File: config.mk
export PLATFORM = sky130hd
export DESIGN_NAME = sample_capture
export DESIGN_NICKNAME = d
export VERILOG_FILES = /design/src/rtl/sample_capture_pkg.sv /design/src/rtl/sc_fifo.sv /design/src/rtl/sample_capture.sv
export SDC_FILE = /design/constraint.sdc
export NUM_CORES = 1
export LEC_CHECK = 0
export ABC_CLOCK_PERIOD_IN_PS = 4800
export BUFFER_PORTS_ARGS = -buffer_cell sky130_fd_sc_hd__buf_2
export CAP_MARGIN = 10
export CORE_MARGIN = 2
export CORE_UTILIZATION = 60
export CTS_CLUSTER_SIZE = 30
export DETAILED_ROUTE_END_ITERATION = 6
export GPL_TIMING_DRIVEN = 0
export HOLD_SLACK_MARGIN = 0.1
export PLACE_DENSITY = 0.86
export SLEW_MARGIN = 20
export SYNTH_ARGS = -nofsm -noshare
export SYNTH_HDL_FRONTEND = slang
export SYNTH_SLANG_ARGS = --single-unit
File: constraint.sdc
create_clock -name Fg_CLK -period 4.8 [get_ports Fg_CLK]
set_input_delay 0.72 -clock Fg_CLK [delete_from_list [all_inputs] [get_ports Fg_CLK]]
set_output_delay 0.72 -clock Fg_CLK [all_outputs]
set_load 0.01 [all_outputs]
File: src/rtl/sample_capture_pkg.sv
// Shared types and constants for the sample capture block.
package sample_capture_pkg;

    localparam int MODE_W = 4;
    localparam logic [MODE_W-1:0] MODE_MAX = 4'd4;
    localparam int SAMPLE_W = 12;

    typedef enum logic [1:0] {
        ST_IDLE  = 2'd0,
        ST_RUN   = 2'd1,
        ST_FLUSH = 2'd2
    } state_t;

    typedef struct packed {
        logic [MODE_W-1:0]   mode;
        logic [SAMPLE_W-1:0] data;
    } entry_t;

endpackage

File: src/rtl/sc_fifo.sv
// Show-ahead synchronous FIFO with single-cycle flush; head word is read combinationally.
module sc_fifo #(
    parameter int WIDTH  = 16,
    parameter int DEPTH  = 16,
    parameter int ADDR_W = 4
) (
    input  logic              clk,
    input  logic              rst_n,
    input  logic              flush,
    input  logic              push,
    input  logic              pop,
    input  logic [WIDTH-1:0]  wdata,
    output logic [WIDTH-1:0]  rdata,
    output logic [ADDR_W:0]   count,
    output logic              full,
    output logic              empty
);

    localparam logic [ADDR_W:0]   FULL_CNT = (ADDR_W + 1)'(DEPTH);
    localparam logic [ADDR_W:0]   CNT_ONE  = (ADDR_W + 1)'(1);
    localparam logic [ADDR_W-1:0] PTR_ONE  = ADDR_W'(1);

    logic [WIDTH-1:0]  mem [DEPTH];
    logic [ADDR_W-1:0] wr_ptr;
    logic [ADDR_W-1:0] rd_ptr;
    logic              do_push;
    logic              do_pop;

    assign full  = (count == FULL_CNT);
    assign empty = (count == '0);
    assign rdata = mem[rd_ptr];

    // When full, the slot being written is the head leaving this cycle.
    assign do_push = push && !flush && (!full || (pop && !empty));
    assign do_pop  = pop && !flush && !empty;

    always_ff @(posedge clk) begin
        if (do_push) begin
            mem[wr_ptr] <= wdata;
        end
    end

    always_ff @(posedge clk) begin
        if (!rst_n || flush) begin
            wr_ptr <= '0;
            rd_ptr <= '0;
            count  <= '0;
        end else begin
            if (do_push) begin
                wr_ptr <= wr_ptr + PTR_ONE;
            end
            if (do_pop) begin
                rd_ptr <= rd_ptr + PTR_ONE;
            end
            case ({do_push, do_pop})
                2'b10:   count <= count + CNT_ONE;
                2'b01:   count <= count - CNT_ONE;
                default: count <= count;
            endcase
        end
    end

endmodule

File: src/rtl/sample_capture.sv
// Captures strobed DDS samples tagged with the rate mode and drains them over valid/ready.
//
//   state    | meaning
//   ---------+-------------------------------------------------------------
//   ST_IDLE  | sampling controller not settled; no capture
//   ST_RUN   | capture on each Enable strobe whose Mode matches Mode_q
//   ST_FLUSH | one cycle: discard FIFO, clear Overflow, latch new Mode
module sample_capture
    import sample_capture_pkg::*;
#(
    parameter int DATA_W = 12,
    parameter int DEPTH  = 16,
    parameter int ADDR_W = 4
) (
    input  logic              Fg_CLK,
    input  logic              RESETn,
    input  logic              Ready,
    input  logic              Enable,
    input  logic [MODE_W-1:0] Mode,
    input  logic [DATA_W-1:0] Sample_in,
    output logic [DATA_W-1:0] Out_data,
    output logic [MODE_W-1:0] Out_mode,
    output logic              Out_valid,
    input  logic              Out_ready,
    output logic              Overflow,
    output logic [ADDR_W:0]   Count
);

    localparam int ENTRY_W = MODE_W + DATA_W;

    state_t              state;
    state_t              state_nxt;
    logic [MODE_W-1:0]   mode_q;
    logic                flush;
    logic                push_req;
    logic                pop;
    logic                full;
    logic                empty;
    logic [ENTRY_W-1:0]  wdata;
    logic [ENTRY_W-1:0]  rdata;

    always_ff @(posedge Fg_CLK) begin
        if (!RESETn) begin
            state <= ST_IDLE;
        end else begin
            state <= state_nxt;
        end
    end

    always_comb begin
        state_nxt = state;
        flush     = 1'b0;
        push_req  = 1'b0;
        case (state)
            ST_IDLE: begin
                if (Ready) begin
                    state_nxt = ST_RUN;
                end
            end
            ST_RUN: begin
                // A strobe arriving with a new Mode belongs to the next rate; drop it quietly.
                push_req = Enable && (Mode == mode_q);
                if (!Ready || (Mode != mode_q)) begin
                    state_nxt = ST_FLUSH;
                end
            end
            ST_FLUSH: begin
                flush     = 1'b1;
                state_nxt = Ready ? ST_RUN : ST_IDLE;
            end
            default: begin
                state_nxt = ST_IDLE;
            end
        endcase
    end

    always_ff @(posedge Fg_CLK) begin
        if (!RESETn || flush) begin
            mode_q <= Mode;
        end
    end

    always_ff @(posedge Fg_CLK) begin
        if (!RESETn || flush) begin
            Overflow <= 1'b0;
        end else if (push_req && full && !pop) begin
            Overflow <= 1'b1;
        end
    end

    assign pop       = Out_valid && Out_ready;
    assign Out_valid = !empty;
    assign wdata     = {mode_q, Sample_in};
    assign Out_mode  = rdata[ENTRY_W-1:DATA_W];
    assign Out_data  = rdata[DATA_W-1:0];

    sc_fifo #(
        .WIDTH  (ENTRY_W),
        .DEPTH  (DEPTH),
        .ADDR_W (ADDR_W)
    ) u_fifo (
        .clk   (Fg_CLK),
        .rst_n (RESETn),
        .flush (flush),
        .push  (push_req),
        .pop   (pop),
        .wdata (wdata),
        .rdata (rdata),
        .count (Count),
        .full  (full),
        .empty (empty)
    );

endmodule

==> impl_results.md <==
* Switching pwr at 0.0008828 W
* CP startpoint kind: register
* Cell area power density at 378.5 nW/um^2
* Most frequent cells in the layout: edfxtp_1, mux4_2, buf_2, a22oi_1, clkbuf_16
* RSZ-0062 raised after global routing: false
* Maximum root-to-sink buffer count at 3
* Relative contribution of combinational cells to total power at 1.4%
* Kind of end point of the critical path: output port
* Final setup violation count at 0
* Outcome: finished clean
* Hold Crit Depth at 2
* Share of the synthesized area in the top cell type at 72.23%
* Reg2reg start: mode_q[3]
* Area growth syn-to-layout at 12.47%
* Final hold slack at 0.3925 ns
* Grt total ovfl at 0
* Share of synthesized area occupied by flip-flops and latches at 75.93%
* Internal Dissipation at 0.003719 W
* Clock sinks at 280
* Average via count per standard cell at 6.502
* Number of nets produced by synthesis at 561
* Most area-hungry cell type in the Yosys netlist: edfxtp_1
* Leak pwr at 3.951 nW
* Min-delay worst type: primary input to register
* Number of buffers inserted by port buffering at 43
* First-pass GRT wire length at 34.60 mm
* Worst setup skew after layout at 0.01220 ns
* Share of total power consumed by net switching at 19.18%
* Worst flop-to-flop path endpoint: u_fifo.count[2]
* Vertical extent of the die at 138.2 um
* Count of unresolved DRC violations after routing at 0
* Fraction of layout instances using a drive strength above 1 at 26.38%
* Setup Buffers After CTS at 0
* Placeable Area at 17840 um^2
* RePlAce Congestion at 0.8327
* Final HPWL DP at 13.86 mm
* Top Ports at 44
* Worst slew slack as a fraction of its limit at 23.99%
* Number of synthesis warnings at 0
* Most frequently used flop master after synthesis: edfxtp_1
* Final hold violation count at 0
* End point of the critical path: Out_data[1]
* Async set-reset flop share out of synthesis at 0%
* Most common library cell in the layout ignoring fill and taps: edfxtp_1
* Share of the core filled with cells at 68.14%
* Wirelength, routed at 22.75 mm
* Total GRT Usage at 24.08%
* Clk Tree Root Cell: clkbuf_16
* PnR Total Power at 0.004602 W
* Mean cell area of the mapped netlist at 20.32 um^2
* Worst vdd ir at 0.0003055 V
* Number of detailed-routing iterations run before antenna repair at 5
* Peak clock frequency supported by timing at 268.0 MHz
* Number of antenna violations at the first check in global routing at 0
* Unique masters post-synth at 39
* Worst endpoint required time at 4.08 ns
* Maximum number of pins on one net before global-route repair at 18
* Die Footprint at 19100 um^2
* Number of buffers inserted during clock tree synthesis at 27
* Routed vias at 5605
* Starting density of the core at 60.59%
* Pins over their slew limit at 0
* H-Tree Level Count at 1
* Number of diodes added for antenna fixing at 0
* Ranking of synthesized cells by area: edfxtp_1, mux4_2, dfxtp_1, a22oi_1, ha_1
* Number of global-route vias before repair at 5904
* Hold buffers post-CTS at 0
* Register-to-Register Path Depth at 12
* Classification of the worst setup path: register to output port
* Portion of the clock cycle consumed by the worst path in the final layout at 77.74%
* Synthesized instance count at 532
* Fill cell count at 1077
* Routed length per placed instance at 26.39 um
* Sequential share of power at 58.3%
* Number of antenna-violating nets in the routed design at 0
* Nets at 644
* Register-to-Register Setup Slack at 1.28 ns
* Width of the chip at 138.2 um
* Final Critical Period at 3.732 ns
* Count of flip-flops with a built-in enable after synthesis at 260
* Data arrival time of the critical path at 3.01 ns
* Post-synth design cell area at 10810 um^2
* Max-capacitance violation count at 0
* Clock power frac at 40.4%
* Synthesized flop and latch total at 280
* Clock latency at the later pin of the worst-skew pair at 0.52 ns
* Cts repair resizes at 0
* CTS clk-pin slew, worst paths at 0.06 ns
* DRC marker count from the first detailed-route iteration at 587
* TritonCTS clock tree: done
* Cell Rows at 49
* Highest net fanout along the worst path at 10
* Slew of the pin with the lowest slew margin at 1.140 ns
synthesized netlist by cell type, drive strengths merged, types with 2 or more instances:
library cell	number
nor2b	2
nor2	13
clkbuf	16
mux4	64
edfxtp	260
and2	10
nand4	3
and3	5
nand3b	2
dfxtp	20
nand3	2
ha	8
a22oi	32
mux2i	2
o21ai	4
or3	2
inv	7
nor4	7
nor3	3
nand2b	2
xor2	10
nand2	23
a21oi	10
xnor2	3
buf	12
critical path, stage by stage, from the launching register on:
cell and delay, ns:
dfxtp_1 0.31, clkbuf_1 0.53, clkbuf_1 0.66, mux4_2 0.42
a22oi_1 0.33, nand2_1 0.09, buf_2 0.15
cell type report:
| type | instances | area (um^2) | area share, % |
|---|---|---|---|
| buffer | 28 | 120.1 | 0.9881 |
| clock buffer | 37 | 713.2 | 5.867 |
| clock inverter | 10 | 46.29 | 0.3808 |
| inverter | 7 | 26.28 | 0.2161 |
| multi-input combinational | 217 | 2481 | 20.41 |
| sequential | 280 | 8208 | 67.52 |
| tap | 229 | 286.5 | 2.357 |
| timing repair buffer | 54 | 275.3 | 2.264 |
state kept, by name (all words and copies together), names as in the netlist, named ones only:
| name | cells |
|---|---|
| u_fifo.mem | 256 |
| mode_q | 4 |
| u_fifo.rd_ptr | 4 |
| u_fifo.count | 5 |
| u_fifo.wr_ptr | 4 |
| Overflow | 1 |
| state | 2 |
per-stage QoR:
stage          setup WS, ns  setup TNS [ns]  cell area (um^2)  instances
2_1_floorplan         1.259               0             10810        532
3_3_place_gp        -0.6555          -28.08             11310        804
3_5_place_dp          1.283               0             11400        815
4_1_cts               1.110               0             12160        862
5_1_grt               1.011               0             12160        862
6_report              1.068               0             12160        862
power groups by stage:
| stage | registers [W] | logic [W] | clock network [W] |
|---|---|---|---|
| floorplan | 0.00273 | 0.0000236 | 0 |
| detailed placement | 0.00273 | 0.0000622 | 0 |
| finish | 0.00268 | 0.0000623 | 0.00186 |
| global route | 0.00268 | 0.0000685 | 0.00197 |
| global placement | 0.00273 | 0.0000567 | 0 |
| CTS | 0.00268 | 0.0000624 | 0.00187 |
metal layers:
metal  routed length (um)  GRT usage, %
met1                 8676         32.30
met2                11720         40.93
met3                 1604         3.983
met4                  742         8.378
met5                    0             0
worst min path at each step:
stage / slack (ns) / to / startpoint
final: 0.39 / state[1] / Ready
after global routing: 0.40 / mode_q[2] / Mode[2]
after CTS: 0.38 / state[1] / Ready
after detailed placement: 0.49 / u_fifo.rd_ptr[1] / u_fifo.rd_ptr[1]
after global placement: 0.45 / Overflow / Overflow
after floorplan: 0.45 / state[0] / state[0]
cells by family (layout without fill, tap and decap cells):
group                    after synthesis  after routing  share of synthesized area (%)
flip-flops                           280            280                          75.93
AND/OR/NAND/NOR                       77             77                          3.808
multiplexers                          66             66                          13.52
AO/OA/AOI/OAI                         53             53                          3.403
buffers and inverters                 35            136                          1.354
XOR/XNOR                              13             13                          1.053
adder cells (fa/ha/maj)                8              8                         0.9261
No activity file was read; power rests on OpenSTA's default activity.
